[src/rtl/sensor_line_sync.sv]
// Sensor line synchroniser: two-stage pixel pipeline, frame-start pulse, pass/regenerated HACT, line counter.
// Optional build macro SENSOR_LINE_SYNC_TEST_PATTERN_EN adds a test_pattern input driving a counter ramp onto ipxd.
module sensor_line_sync #(
    parameter int DATA_WIDTH = 12,
    parameter int OUT_WIDTH  = 16,
    parameter int HLEN_WIDTH = 14,
    parameter int VLEN_WIDTH = 14
) (
    input  logic                  clk,
    input  logic                  rst,
    input  logic                  vact_in,
    input  logic                  hact_in,
    input  logic [DATA_WIDTH-1:0] pxd_in,
    input  logic [HLEN_WIDTH-1:0] hact_length,
    input  logic                  hact_regen,
    input  logic                  en_vacts,
`ifdef SENSOR_LINE_SYNC_TEST_PATTERN_EN
    input  logic                  test_pattern,
`endif
    output logic                  vacts,
    output logic                  ihact,
    output logic [OUT_WIDTH-1:0]  ipxd,
    output logic [VLEN_WIDTH-1:0] line_num,
    output logic                  overrun
);

    localparam int PAD = OUT_WIDTH - DATA_WIDTH;

    typedef enum logic {
        IDLE,
        ACTIVE
    } state_t;

    logic                  vact_s1_reg, hact_s1_reg;
    logic [DATA_WIDTH-1:0] pxd_s1_reg;
    logic                  vact_s2_reg, hact_s2_reg;

    state_t                state_reg, state_next;
    logic                  mode_reg, mode_next;
    logic [HLEN_WIDTH-1:0] cnt_reg, cnt_next;
    logic                  armed_reg, armed_next;
    logic                  vacts_reg, vacts_next;
    logic                  ihact_reg, ihact_next;
    logic [OUT_WIDTH-1:0]  ipxd_reg, ipxd_next;
    logic [VLEN_WIDTH-1:0] line_num_reg, line_num_next;
    logic                  overrun_reg, overrun_next;

    logic                  vact_rise, hact_rise, ihact_fall, overrun_set;
    logic [OUT_WIDTH-1:0]  pxd_aligned;

    // MSB-align the stage-1 pixel; PAD may be zero, hence per-bit generation.
    genvar gi;
    generate
        for (gi = 0; gi < OUT_WIDTH; gi++) begin : g_align
            if (gi < PAD) begin : g_pad
                assign pxd_aligned[gi] = 1'b0;
            end else begin : g_pix
                assign pxd_aligned[gi] = pxd_s1_reg[gi-PAD];
            end
        end
    endgenerate

`ifdef SENSOR_LINE_SYNC_TEST_PATTERN_EN
    logic [HLEN_WIDTH-1:0] pix_cnt_reg, pix_cnt_next, pix_idx;
`endif

    always_comb begin
        state_next    = state_reg;
        mode_next     = mode_reg;
        cnt_next      = cnt_reg;
        ihact_next    = 1'b0;
        overrun_set   = 1'b0;
        line_num_next = line_num_reg;

        vact_rise  = vact_s1_reg & ~vact_s2_reg;
        hact_rise  = hact_s1_reg & ~hact_s2_reg;
        vacts_next = vact_rise & (en_vacts | armed_reg);
        armed_next = en_vacts ? 1'b1 : (vacts_next ? 1'b0 : armed_reg);

        case (state_reg)
            IDLE: begin
                mode_next = hact_regen;
                if (hact_regen) begin
                    if (hact_rise) begin
                        state_next = ACTIVE;
                        cnt_next   = hact_length;
                        ihact_next = 1'b1;
                    end
                end else if (hact_s1_reg) begin
                    state_next = ACTIVE;
                    ihact_next = 1'b1;
                end
            end
            ACTIVE: begin
                if (mode_reg) begin
                    overrun_set = hact_rise;
                    if (cnt_reg == '0) begin
                        state_next = IDLE;
                    end else begin
                        cnt_next   = cnt_reg - HLEN_WIDTH'(1);
                        ihact_next = 1'b1;
                    end
                end else begin
                    ihact_next = hact_s1_reg;
                    if (!hact_s1_reg) begin
                        state_next = IDLE;
                    end
                end
            end
            default: state_next = IDLE;
        endcase

        // A line ending on the frame-start cycle is credited to the new frame.
        ihact_fall = ihact_reg & ~ihact_next;
        if (vacts_next) begin
            line_num_next = ihact_fall ? VLEN_WIDTH'(1) : '0;
        end else if (ihact_fall && (line_num_reg != '1)) begin
            line_num_next = line_num_reg + VLEN_WIDTH'(1);
        end

        overrun_next = overrun_set | (overrun_reg & ~vacts_next);

        ipxd_next = pxd_aligned;
`ifdef SENSOR_LINE_SYNC_TEST_PATTERN_EN
        pix_idx      = ihact_reg ? (pix_cnt_reg + HLEN_WIDTH'(1)) : '0;
        pix_cnt_next = ihact_next ? pix_idx : pix_cnt_reg;
        if (test_pattern) begin
            ipxd_next = OUT_WIDTH'(32'(pix_idx) + 32'(line_num_reg));
        end
`endif
    end

    always_ff @(posedge clk or posedge rst) begin
        if (rst) begin
            vact_s1_reg  <= 1'b0;
            hact_s1_reg  <= 1'b0;
            pxd_s1_reg   <= '0;
            vact_s2_reg  <= 1'b0;
            hact_s2_reg  <= 1'b0;
            state_reg    <= IDLE;
            mode_reg     <= 1'b0;
            cnt_reg      <= '0;
            armed_reg    <= 1'b1;
            vacts_reg    <= 1'b0;
            ihact_reg    <= 1'b0;
            ipxd_reg     <= '0;
            line_num_reg <= '0;
            overrun_reg  <= 1'b0;
        end else begin
            vact_s1_reg  <= vact_in;
            hact_s1_reg  <= hact_in;
            pxd_s1_reg   <= pxd_in;
            vact_s2_reg  <= vact_s1_reg;
            hact_s2_reg  <= hact_s1_reg;
            state_reg    <= state_next;
            mode_reg     <= mode_next;
            cnt_reg      <= cnt_next;
            armed_reg    <= armed_next;
            vacts_reg    <= vacts_next;
            ihact_reg    <= ihact_next;
            ipxd_reg     <= ipxd_next;
            line_num_reg <= line_num_next;
            overrun_reg  <= overrun_next;
        end
    end

`ifdef SENSOR_LINE_SYNC_TEST_PATTERN_EN
    always_ff @(posedge clk or posedge rst) begin
        if (rst) begin
            pix_cnt_reg <= '0;
        end else begin
            pix_cnt_reg <= pix_cnt_next;
        end
    end
`endif

    assign vacts    = vacts_reg;
    assign ihact    = ihact_reg;
    assign ipxd     = ipxd_reg;
    assign line_num = line_num_reg;
    assign overrun  = overrun_reg;

endmodule

[config.mk]
export PLATFORM = sky130hd
export DESIGN_NAME = sensor_line_sync
export DESIGN_NICKNAME = d
export VERILOG_FILES = /design/src/rtl/sensor_line_sync.sv
export SDC_FILE = /design/constraint.sdc
export NUM_CORES = 1
export LEC_CHECK = 0
export CAP_MARGIN = 10
export CORE_MARGIN = 2
export CORE_UTILIZATION = 35
export CTS_CLUSTER_SIZE = 25
export DETAILED_ROUTE_END_ITERATION = 16
export PLACE_DENSITY_LB_ADDON = 0.25
export SLEW_MARGIN = 30
export SYNTH_ARGS = -nofsm -noshare
export SYNTH_HDL_FRONTEND = slang
export SYNTH_SLANG_ARGS = --single-unit
[constraint.sdc]
create_clock -name clk -period 2.7 [get_ports clk]
set_input_delay 0.54 -clock clk [delete_from_list [all_inputs] [get_ports clk]]
set_output_delay 0.54 -clock clk [all_outputs]
set_load 0.01 [all_outputs]
Word level (Yosys, flattened, before mapping) --
Index checks and enable logic that the tools add are counted.
Word-level totals: bits in registers 62, latch bits 0, bits in writable memories 0, memory bits (read-only) 0, input bits 32, word-level logic and storage cells 58, memories 0
Operators by class: $add $sub $neg 2, multiply operators 0, divide/modulo/power cells 0, magnitude comparators 0, equal/unequal tests 5, shift-type cells 0, muxes and demuxes 20, bitwise gates (word level) 12, reduce and logical (&&, ||, !) cells 5
Operators by type and width (count):
- 2-to-1 mux 14 bit | 6
- case mux 14 bit (2 select lines) | 1
- adder 14 x 1 -> 14 bit, second input constant | 1
- zero test 14 bit | 1
- != test 14 bit, second input constant | 1
- subtractor 14 x 1 -> 14 bit, second input constant | 1
- 2-to-1 mux 1 bit | 11
- != test 2 bit, second input constant | 3
- bitwise AND 1 bit | 5
- inverter 1 bit | 5
- case mux 1 bit (2 select lines) | 2
- AND reduction 4 bit | 1
- nonzero test 2 bit | 2
- != test 2 x 1 -> 1 bit, second input constant | 1
- bitwise OR 1 bit | 2
- logical AND 1 bit | 1

Depth between registers and ports, before layout --
Gate-level depths: netlist of the first run.
word-level depth 10, gate-level depth with buffers 9, gate-level depth less buffers 7

Worst setup path before layout of the first run --
No wires, ideal clock.
path type register to register, from reg line_num_reg[0], in the netlist line_num[0], to reg line_num_reg[3], in the netlist line_num[3], data arrival time 1.955 ns, data required time 2.622 ns, slack 0.667 ns, stages on the path, launching flop included 8, buffers on the path 2, cell sequence dfrtp_1 -> ha_1 -> and4_1 -> clkbuf_1 -> and4_1 -> clkbuf_1 -> or4_1 -> a21oi_1
Between the ends: cells in the longest elaborated chain, start to end 3, elaborated cells between the ends (all ways) 6
RTL lines:
- from (decl) | line 45 | logic [VLEN_WIDTH-1:0] line_num_reg, line_num_next;
- from (signal assigned) | line 162 | line_num_reg <= line_num_next;
- adder 14 x 1 -> 14 bit / != test 14 bit (equally long branches) | line 118, 117
- 2-to-1 mux 14 bit / logical AND 1 bit (equally long branches) | line 117 | end else if (ihact_fall && (line_num_reg != '1)) begin
- 2-to-1 mux 14 bit / nonzero test 2 bit (equally long branches)
Several ways; a longest one is shown, not always the timed one. The select of a mux whose other input is x is not followed. A chain may end at the register's enable or synchronous reset.

Final worst setup path of the first run --
from reg cnt_reg[0], to reg cnt_reg[10]
Between the ends: cells in the longest elaborated chain, start to end 4, elaborated cells between the ends (all ways) 7
RTL lines:
- from (decl) | line 40 | logic [HLEN_WIDTH-1:0] cnt_reg, cnt_next;
- from (signal assigned) | line 157 | cnt_reg <= cnt_next;
- subtractor 14 x 1 -> 14 bit | line 100 | cnt_next = cnt_reg - HLEN_WIDTH'(1);
- 2-to-1 mux 14 bit | line 97 | if (cnt_reg == '0) begin
- 2-to-1 mux 14 bit | line 95 | if (mode_reg) begin
- case mux 14 bit (2 select lines) | line 80 | case (state_reg)
Several ways; a longest one is shown, not always the timed one. The select of a mux whose other input is x is not followed.

==> flow_summary_export.csv, run 1 <==
group,metric,value,unit
place,gp_congestion,0.7383,
layout,design_area,3661,µm²
place,dpl.hpwl,3908,µm
synth,synth_area_leaders,"dfrtp_1 (56%), o22a_1 (3.9%), a21oi_1 (2.8%)",
critical_path,critPathMaxStageDelay,0.39,ns
critical_path,r2r-end,"cnt_reg[10]",
worst_hold_path,min-delay-start,"pxd_s1_reg[9]",
synth,synth_cells,246,
clocking,clockBufferDepth,2,
timing,skew,0.007895,ns
clocking,postCtsResizedCells,0,
timing,drv_slew,0,
clocking,numCtsBuffers,9,
die,die_y,91.69,µm
layout,nNetsFinal,346,
routing,wl_per_cell,13.68,µm
synth,synth_most_common_cell,"dfrtp_1",
routing,antenna_left,0,
timing,tightest_slew,0.7604,ns
synth,syn_area_per_cell,10.94,µm²
clocking,tritoncts,"done",
die,start_util,0.3671,
flow_run,cap_violations,0,
place,dpl_cell_area,3402,µm²
clocking,root_buffer,"clkbuf_8",
routing,routed_wl,5692,µm
power_and_ir_drop,peakVddDrop,0.4901,mV
critical_path,worst_r2r_path_depth,9,
clocking,clk_latency,0.33,ns
timing,rsz0062_at_grt,"false",
timing,relSlewSlack,0.4930,
global_routing,grt.total_usage,0.1442,
layout,final.fill_count,677,
die,dieArea,8407,µm²
critical_path,path_cells,"inv_1, ha_1, nor3b_2, nand4_1, o41ai_4, buf_4, buf_12, o21ba_2, o22a_1",
power_and_ir_drop,power_density,540.7,nW/µm²
routing,drc,0,
worst_hold_path,min_path_cells,0,
global_routing,grt_max_degree,41,
timing,hold_viol_final,0,
die,fp.dieW,91.69,µm
place,portBuffers,60,
worst_hold_path,holdPathEnd,"ipxd[13]",
timing,max_freq,0.4296,GHz
routing,dr_total_vias,2133,
critical_path,reg2reg_slack,0.37,ns
timing,post-route-period-util,0.8621,
clocking,clk_pin_slew,0.07,ns
synth,synthArstFlopShare,1.000,
global_routing,grt_pass1_wl,9577,µm
timing,tns,0,ns
critical_path,cp_top_family,"compound AO/OA/AOI/OAI gates",
critical_path,critPathLaunchType,"register",
outcome,status,"completed",
synth,yosysWarnings,0,
clocking,cts_sinks,61,
synth,yosysSeqAreaShare,0.5676,
die,io_pins,65,
critical_path,path_max_fanout,8,
synth,yosys_most_used_dff,"dfrtp_1",
layout,area_growth,36.03,%
layout,antenna_cells,0,
global_routing,grt_overflow,0,
clocking,h-tree-depth,3,
layout,layout-drive-gt1-share,0.1262,
timing,period_needed,2.328,ns
critical_path,crit_path_end_kind,"register",
critical_path,crit_arrival,2.55,ns
die,rows,31,
power_and_ir_drop,p_leak,1.449,nW
critical_path,path_buf_inv,3,
layout,final_util,0.4994,
synth,synth_top_area_frac,0.5579,
synth,ys_types,44,
synth,synth_top_area_cell,"dfrtp_1",
global_routing,grt_pass1_vias,1987,
timing,setup_viol,0,
critical_path,slowest_stage,"dfrtp_1",
synth,synth_area,2691,µm²
synth,ys_ff_latch,61,
synth,synth_edf_count,0,
die,core-area,7331,µm²
routing,drt_iter0_drc,140,
critical_path,required,2.92,ns
routing,first_pass_iters,4,
global_routing,antenna_found_initial,0,
synth,synth_common_cells,"dfrtp_1 (60), nor2_1 (20), nand2_1 (19)",
critical_path,worstReg2RegStart,"cnt_reg[0]",
routing,routed_via_density,5.127,
critical_path,crit_type,"register to register",
worst_hold_path,hp-class,"register to register",
==> worst register-to-register path: cells and delay by family, from the launching register on <==
kind                     cells  cell delay, ns
flip-flops                   1            0.39
AO/OA/AOI/OAI                3            0.68
buffers and inverters        3            0.42
adder cells (fa/ha/maj)      1            0.20
AND/OR/NAND/NOR              2            0.53
==> cell usage in the layout (no fill, tap or decap), types with 2 or more instances in the layout <==
| cell type | synthesis | final |
|---|---|---|
| clkbuf_8 | 0 | 10 |
| clkdlybuf4s50_1 | 0 | 60 |
| mux2i_1 | 2 | 2 |
| o21ai_0 | 6 | 6 |
| buf_4 | 4 | 7 |
| or2_2 | 2 | 2 |
| o31ai_1 | 10 | 10 |
| a21o_1 | 3 | 3 |
| conb_1 | 1 | 4 |
| nor3_1 | 3 | 3 |
| ha_1 | 2 | 2 |
| a41oi_1 | 2 | 2 |
| clkinv_4 | 0 | 2 |
| o22a_1 | 12 | 12 |
| nand2b_1 | 4 | 4 |
| nand3_1 | 9 | 9 |
| bufinv_16 | 0 | 2 |
| a31oi_1 | 7 | 7 |
| and4_1 | 3 | 3 |
| dfrtp_1 | 60 | 60 |
| inv_1 | 8 | 7 |
| or4_1 | 7 | 7 |
| a21oi_1 | 15 | 15 |
| o21ba_2 | 4 | 4 |
| buf_12 | 0 | 2 |
| nor3b_2 | 2 | 2 |
| nand4_1 | 2 | 2 |
| o211ai_1 | 3 | 3 |
| or3_1 | 6 | 6 |
| nor4_1 | 4 | 4 |
| nand2_1 | 19 | 19 |
| nor2_1 | 20 | 20 |
==> cell families after synthesis <==
logic type               after synthesis  share of synthesized area
other                                  1                   0.001393
adder cells (fa/ha/maj)                2                   0.009297
flip-flops                            61                     0.5676
AND/OR/NAND/NOR                       86                     0.1776
multiplexers                           2                   0.007439
AO/OA/AOI/OAI                         68                     0.1888
XOR/XNOR                               1                   0.003255
buffers and inverters                 25                    0.04463
==> repair_timing <==
action / CTS / global route
endpoints found under the setup margin: 0 / 5
hold buffers: 0 / 0
buffers inserted: 0 / 2
==> power breakdown <==
group / switching, W / internal, W / leakage [nW] / total (W)
logic: 0.0000437 / 0.0000649 / 0.617 / 0.000109
clock network: 0.000373 / 0.000551 / 0.113 / 0.000924
registers: 0.00000816 / 0.000939 / 0.718 / 0.000947
==> how the worst max path moves through the flow <==
stage	startpoint	end	slack, ns	cells after the start
2_1_floorplan	rst	cnt_reg[0]	0.65	1
3_3_place_gp	cnt_reg[0]	cnt_reg[12]	0.27	8
3_5_place_dp	cnt_reg[0]	cnt_reg[9]	0.28	8
4_1_cts	cnt_reg[0]	cnt_reg[9]	0.23	8
5_1_grt	cnt_reg[0]	cnt_reg[10]	0.17	9
6_report	cnt_reg[0]	cnt_reg[10]	0.37	9
==> layer usage <==
layer / global-route usage / routed length [µm] / up-vias
met5: 0 / 0 / -
met4: 0.04478 / 67 / 0
met3: 0.06574 / 443 / 6
met2: 0.2071 / 2660 / 60
met1: 0.1950 / 2521 / 1031
li1: - / - / 1036
==> through the flow <==
stage / power (W) / setup slack (ns) / hold WS, ns / std cells
floorplan: 0.0009988 / 0.6486 / 0.3312 / 249
global placement: 0.001076 / 0.2718 / 0.3320 / 398
detailed placement: 0.001077 / 0.2808 / 0.3347 / 398
CTS: 0.002012 / 0.2331 / 0.3496 / 414
global route: 0.002059 / 0.1663 / 0.3563 / 416
finish: 0.001979 / 0.3723 / 0.3494 / 416
==> final cells by class <==
class | count | area (µm²) | share of cell area
sequential | 61 | 1528 | 0.4173
multi-input combinational | 163 | 1055 | 0.2881
timing repair buffer | 69 | 693.2 | 0.1893
clock buffer | 10 | 137.6 | 0.03759
tap | 99 | 123.9 | 0.03383
clock inverter | 6 | 93.84 | 0.02563
inverter | 8 | 30.03 | 0.008202
Note: power is estimated with default switching activity, not from simulation.
==> run 2: changes to the inputs <==
--- a/config.mk
+++ b/config.mk
@@ -7,10 +7,12 @@
 export LEC_CHECK = 0
 export CAP_MARGIN = 10
 export CORE_MARGIN = 2
-export CORE_UTILIZATION = 35
+export CORE_UTILIZATION = 30
 export CTS_CLUSTER_SIZE = 25
 export DETAILED_ROUTE_END_ITERATION = 16
+export HOLD_SLACK_MARGIN = 0.03
 export PLACE_DENSITY_LB_ADDON = 0.25
+export SETUP_SLACK_MARGIN = 0.3
 export SLEW_MARGIN = 30
 export SYNTH_ARGS = -nofsm -noshare
 export SYNTH_HDL_FRONTEND = slang
==> flow_summary_export.csv, run 2 (synthesis gave the netlist of run 1 again) <==
group,metric,value,unit
critical_path,critPathLaunchType,"register",
die,rows,34,
global_routing,antenna_found_initial,0,
clocking,clockBufferDepth,2,
flow_run,cap_violations,0,
place,dpl.hpwl,3819,µm
die,dieArea,9745,µm²
routing,dr_total_vias,2122,
clocking,hold_buffers,0,
layout,antenna_cells,0,
power_and_ir_drop,power_density,517.3,nW/µm²
timing,setup_viol,0,
timing,max_freq,0.4571,GHz
critical_path,crit_arrival,2.45,ns
timing,skew,0.007391,ns
timing,drv_slew,0,
critical_path,worst_r2r_path_depth,5,
worst_hold_path,holdPathEnd,"ipxd[10]",
worst_hold_path,min-delay-start,"pxd_s1_reg[6]",
clocking,clk_pin_slew,0.07,ns
critical_path,crit_type,"register to register",
worst_hold_path,hp-class,"register to register",
routing,first_pass_iters,4,
clocking,root_buffer,"clkbuf_8",
timing,whs,0.3498,ns
clocking,tritoncts,"done",
global_routing,grt_pass1_vias,1952,
die,die_y,98.72,µm
place,portBuffers,60,
layout,final_cell_mix,"dfrtp_1 (60), clkdlybuf4s50_1 (60), nor2_1 (20)",
routing,maxUsedRoutingLayer,"met4",
timing,tightest_slew,0.6172,ns
global_routing,grt.total_usage,0.1248,
routing,met1_length,2636,µm
die,start_util,0.3086,
critical_path,reg2reg_slack,0.51,ns
layout,area_growth,34.64,%
global_routing,grt_pass1_wl,9618,µm
worst_hold_path,min_path_cells,0,
routing,wl_met3,372,µm
clocking,numCtsBuffers,9,
critical_path,r2r-end,"line_num[8]",
critical_path,worstReg2RegStart,"line_num[0]",
place,gp_congestion,0.7365,
die,io_pins,65,
routing,antenna_left,0,
outcome,status,"completed",
clocking,cts_sinks,61,
critical_path,required,2.96,ns
routing,routed_wl,5697,µm
power_and_ir_drop,peakVddDrop,0.2909,mV
layout,layout-drive-gt1-share,0.1178,
timing,post-route-period-util,0.8103,
die,fp.dieW,98.72,µm
global_routing,grt_overflow,0,
power_and_ir_drop,p_leak,1.432,nW
timing,period_needed,2.188,ns
die,core-area,8721,µm²
routing,drt_iter0_drc,109,
global_routing,grt_max_degree,44,
routing,wl_per_cell,13.50,µm
layout,nNetsFinal,343,
clocking,clk_latency,0.33,ns
timing,hold_viol_final,0,
timing,rsz0062_at_grt,"false",
routing,met2_length,2602,µm
routing,routed_via_density,5.028,
routing,drc,0,
timing,relSlewSlack,0.5885,
critical_path,crit_path_end_kind,"register",
clocking,h-tree-depth,3,
critical_path,path_max_fanout,21,
timing,tns,0,ns
==> run 2: changes by cell type in the layout (fill, tap and decap cells not counted), sizes merged <==
cell	previous run	this run
buf	9	6
clkinvlp	1	3
bufinv	2	1
inv	9	8
==> run 2: through the flow <==
| step | setup WS [ns] | power (W) | cells | instance area (µm²) | utilization |
|---|---|---|---|---|---|
| final | 0.5123 | 0.001875 | 422 | 3623 | 0.4155 |
| after global routing | 0.3662 | 0.001961 | 422 | 3623 | 0.4155 |
| after CTS | 0.3553 | 0.001905 | 421 | 3598 | 0.4126 |
| after detailed placement | 0.3269 | 0.001077 | 405 | 3398 | 0.3897 |
| after global placement | 0.3754 | 0.001077 | 405 | 3398 | 0.3897 |
| after floorplan | 0.6486 | 0.0009988 | 249 | 2703 | - |
==> run 2: critical path, stage by stage, from the launching register on <==
cell     delay (ns)
dfrtp_1        0.46
ha_1           0.25
and4_1         0.28
and4_1         0.43
or4_1          0.54
a21oi_1        0.15
==> run 2: how the worst max path moves through the flow <==
| stage | start | end | depth (start not counted) |
|---|---|---|---|
| after CTS | cnt_reg[0] | line_num[8] | 7 |
| after global placement | hact_regen | cnt_reg[6] | 7 |
| after detailed placement | hact_regen | cnt_reg[8] | 7 |
| after floorplan | rst | cnt_reg[0] | 1 |
| final | line_num[0] | line_num[8] | 5 |
| after global routing | cnt_reg[0] | cnt_reg[8] | 8 |
==> run 2: cell type report <==
cell class,instances,area (µm²)
Inverter,8,30.03
Tap cell,108,135.1
Sequential cell,61,1528
Clock buffer,10,137.6
Timing Repair Buffer,66,661.9
Fill cell,873,5097
Multi-Input combinational cell,163,1069
Clock inverter,6,62.56
==> run 2: per-layer routing <==
layer	vias to the layer above	global-route usage
met4	0	0.05374
met2	46	0.1852
met5	-	0
met3	7	0.04965
li1	1025	-
met1	1044	0.1622
==> run 2: power by group <==
part | internal [W] | leakage, nW | switching, W
combinational | 0.0000650 | 0.620 | 0.0000449
clock | 0.000448 | 0.0943 | 0.000370
sequential | 0.000939 | 0.718 | 0.00000833
==> run 2: repair_timing <==
action                                  in CTS  in global routing
endpoints found under the setup margin       0                 19
resized for setup                            0                  3
endpoints found under the hold margin        0                  0
buffers inserted                             0                  1
==> edit 1 (config.mk and constraints of run 1) <==
Change the parameter `OUT_WIDTH` from 16 to 32.
--- a/src/rtl/sensor_line_sync.sv
+++ b/src/rtl/sensor_line_sync.sv
@@ -4,3 +4,3 @@
     parameter int DATA_WIDTH = 12,
-    parameter int OUT_WIDTH  = 16,
+    parameter int OUT_WIDTH  = 32,
     parameter int HLEN_WIDTH = 14,
Interface: changed (resized ipxd); port bits go from 65 to 81. No check against the original RTL was run, so the function may have changed too.
==> edit 1 against run 1 <==
  * Synthesized cell count grew 6.5%
  * Setup slack gained 0.019 ns
  * Synthesized area grew 4.5%
  * Sequential cell count is the same
  * Cell count grew 3.6%
  * Final area shrank 0.48%
  * Power shrank 6.3%
  * Routed wire length shrank 2.1%
  * Fmax grew 0.81%
==> edit 1: results (changes against run 1) <==
clk slew on worst S/H paths 0.07 ns (about the same); vias in the first global route 1942 (-2.3%); P_comb 119 uW (+9%); worst setup path endpoint cnt_reg[6]$_DFFE_PP0P_; worst hold endpoint ipxd[24]$_DFF_PP0_; sequential share of power 51.1% (+3.3 points); hold_buf cts 0 (unchanged); wirelength, routed 5570 um (-2.1%); Switching Fraction 21.6% (+0.15 points); Worst Setup Slack, final 0.391 ns (+0.0187 ns); reg2reg end cnt_reg[6]$_DFFE_PP0P_; most common library cells after synthesis 60 x dfrtp_1, 20 x buf_4, 20 x nor2_1, 19 x nand2_1, 15 x a21oi_1; Worst-Skew Late Latency 0.33 ns (about the same); initial antenna violation count 0 (unchanged); global-route wire length before repair 9240 um (-3.5%); Worst Hold Depth 0 (unchanged); Crit path max-delay family compound AO/OA/AOI/OAI gates; via count 2159 (+1.2%); Peak VDD IR 0.334 mV (-32%); drt first-iter violations 171 (+22%); status complete, no violations; Leak 1.46 nW (+0.73%); Vias per Instance 5.01 (-2.3%); Hold Slack 0.342 ns (-0.00754 ns); main area contributors after synthesis dfrtp_1 53%, buf_4 5.3%, o22a_1 3.7%, a21oi_1 2.7%, nor2_1 2.7%; HP Class reg2reg; GP Congestion 0.763 (+3.3%); largest net degree at the start of global routing 48 (+17%); Post-Synth Adder-Cell Area 0.890% (-0.040 points); cells after synthesis 262 (+6.5%); gr usage total 13.4% (-1.0 points); clk buf depth 2 (unchanged); HPWL after DPL 3830 um (-2.1%); placed cells 415 (+4.3%); multiplexer share of the synthesized area 0.712% (-0.032 points); Int Pwr 1.45 mW (-6.5%); post-synthesis sequential area ratio 54.3% (-2.4 points); NumNets Final 358 (+3.5%); root buffer cell clkbuf_8; placed cell areas 0.00345 mm^2 (+1.4%); post-synthesis xor/xnor area fraction 0.312% (-0.014 points); area fraction in compound gates after synthesis 18.1% (-0.81 points); headroom to the max-slew limit 48.0% (-1.3 points); worst reg-to-reg path cell count 8 (-1); Netlist cell types 44 (unchanged); crit-path max FO 26 (+18); Setup Skew 0.00959 ns (+0.00170 ns); fraction of layout cells with a size suffix above 1 10.3% (-2.3 points); Hold Path Origin pxd_s1_reg[4]$_DFF_PP0_; dpl ws 0.354 ns (+0.0734 ns)
-- edit 1: changes by cell type in the layout (fill, tap and decap cells not counted), moves of 2 or more --
cell | before | now
clkinv_4 | 2 | 0
conb_1 | 4 | 20
buf_4 | 7 | 4
clkbuf_1 | 0 | 2
clkinv_2 | 0 | 2
-- edit 1: cell type report --
class	count	area (um^2)
Multi-Input combinational cell	179	1110
Timing Repair Buffer	65	651
Tap cell	102	128
Inverter	8	30.0
Sequential cell	61	1530
Clock inverter	4	47.5
Clock buffer	12	145
Fill cell	748	4120
-- edit 1: layer usage --
| layer | wire (um) | GRT usage, % | up-vias |
|---|---|---|---|
| met2 | 2520 | 19.3 | 64 |
| met1 | 2550 | 18.5 | 1054 |
| met3 | 397 | 4.11 | 9 |
| met4 | 106 | 6.16 | 0 |
| met5 | 0 | 0 | - |
| li1 | - | - | 1032 |
==> edit 2 (config.mk and constraints of run 1) <==
Made on the original files. The output `ipxd` loses its register stage (`ipxd_reg` becomes a continuous assignment).
--- a/src/rtl/sensor_line_sync.sv
+++ b/src/rtl/sensor_line_sync.sv
@@ -145,3 +145,2 @@
             ihact_reg    <= 1'b0;
-            ipxd_reg     <= '0;
             line_num_reg <= '0;
@@ -160,3 +159,2 @@
             ihact_reg    <= ihact_next;
-            ipxd_reg     <= ipxd_next;
             line_num_reg <= line_num_next;
@@ -165,2 +163,4 @@
     end
+
+    assign ipxd_reg = ipxd_next;
 
Function: changed (Yosys sat finds a counterexample within 4 cycles, from zero or initial values and one cycle with rst high).
==> edit 2 against run 1 <==
  * Synthesized area is 12% lower
  * Routed wire length decreased by 4.8%
  * Sequential cell count shrank 12
  * First-iteration DRC count decreased by 26%
  * Clock skew rose by 0.0013 ns
  * Final area is 13% lower
  * Setup slack worse by 0.035 ns
  * Sequential share of layout area decreased by 3.3 points
  * Largest cell class unchanged
Power is not compared: it rests on default switching activity, and its combinational part moved more than twofold at a synthesized area within 25%.
==> edit 2: results (changes against run 1) <==
fraction of layout cells with a size suffix above 1 11.0% (-1.6 points); placed cells 377 (-5.3%); GP Congestion 0.788 (+6.8%); met3 wire len 260 um (-41%); Hold Slack 0.384 ns (+0.0348 ns); Netlist cell types 48 (+9.1%); wire length on met2 2460 um (-7.4%); status complete, no violations; NumNets Final 341 (-1.4%); multiplexer share of the synthesized area 0.847% (+0.10 points); vias in the first global route 1876 (-5.6%); wirelength, routed 5420 um (-4.8%); largest net degree at the start of global routing 25 (-39%); worst setup path endpoint line_num[13]$_DFFE_PP0P_; most common library cells after synthesis 48 x dfrtp_1, 32 x nand2_1, 17 x o21ai_0, 16 x a21oi_1, 15 x nor2_1; cells after synthesis 242 (-1.6%); Hold Path Origin vact_s1_reg$_DFF_PP0_; worst hold endpoint vact_s2_reg$_DFF_PP0_; main area contributors after synthesis dfrtp_1 51%, nand2_1 5.1%, o21ai_0 3.6%, a21oi_1 3.4%, nand3_1 2.8%; critical path arrival 2.60 ns (+0.05 ns); crit-path max FO 11 (+3); area fraction in compound gates after synthesis 16.0% (-2.8 points); global-route wire length before repair 8870 um (-7.4%); Pwr Total approximately 2.3 mW; HPWL after DPL 3910 um (about the same); slew at the pin closest to its max-slew limit 0.647 ns (-0.114 ns); wire per inst 14.1 um (+2.9%); Yosys reg bits 49 (-20%); total CTS buffers 5 (-4)
edit 2: per-stage QoR:
| step | worst slack, ns | instance area, um^2 |
|---|---|---|
| 6_report | 0.337 | 3190 |
| 3_5_place_dp | 0.370 | 3060 |
| 3_3_place_gp | 0.431 | 3060 |
| 5_1_grt | 0.217 | 3190 |
| 4_1_cts | 0.336 | 3190 |
| 2_1_floorplan | 0.602 | 2380 |
edit 2: routing by layer:
layer	track usage [%]	vias to the layer above
li1	-	998
met1	21.2	993
met2	23.5	47
met3	3.62	6
met4	5.54	0
met5	0	-
edit 2: cell type report:
class,count,share of cell area (%)
repair buffers,67,20.5
inverters,10,1.18
multi-input cells,174,32.7
flip-flops and latches,49,38.5
clock buffers,5,2.16
clock inverters,3,2.04
well taps,77,3.02
edit 2: critical path, cell delays in order, from the launching register on:
cell and delay [ns]:
dfrtp_1 0.42, inv_1 0.08, ha_1 0.22, nor4b_4 0.37, nand4_4 0.20, a211o_1 0.47, or3_1 0.38, a21oi_1 0.14
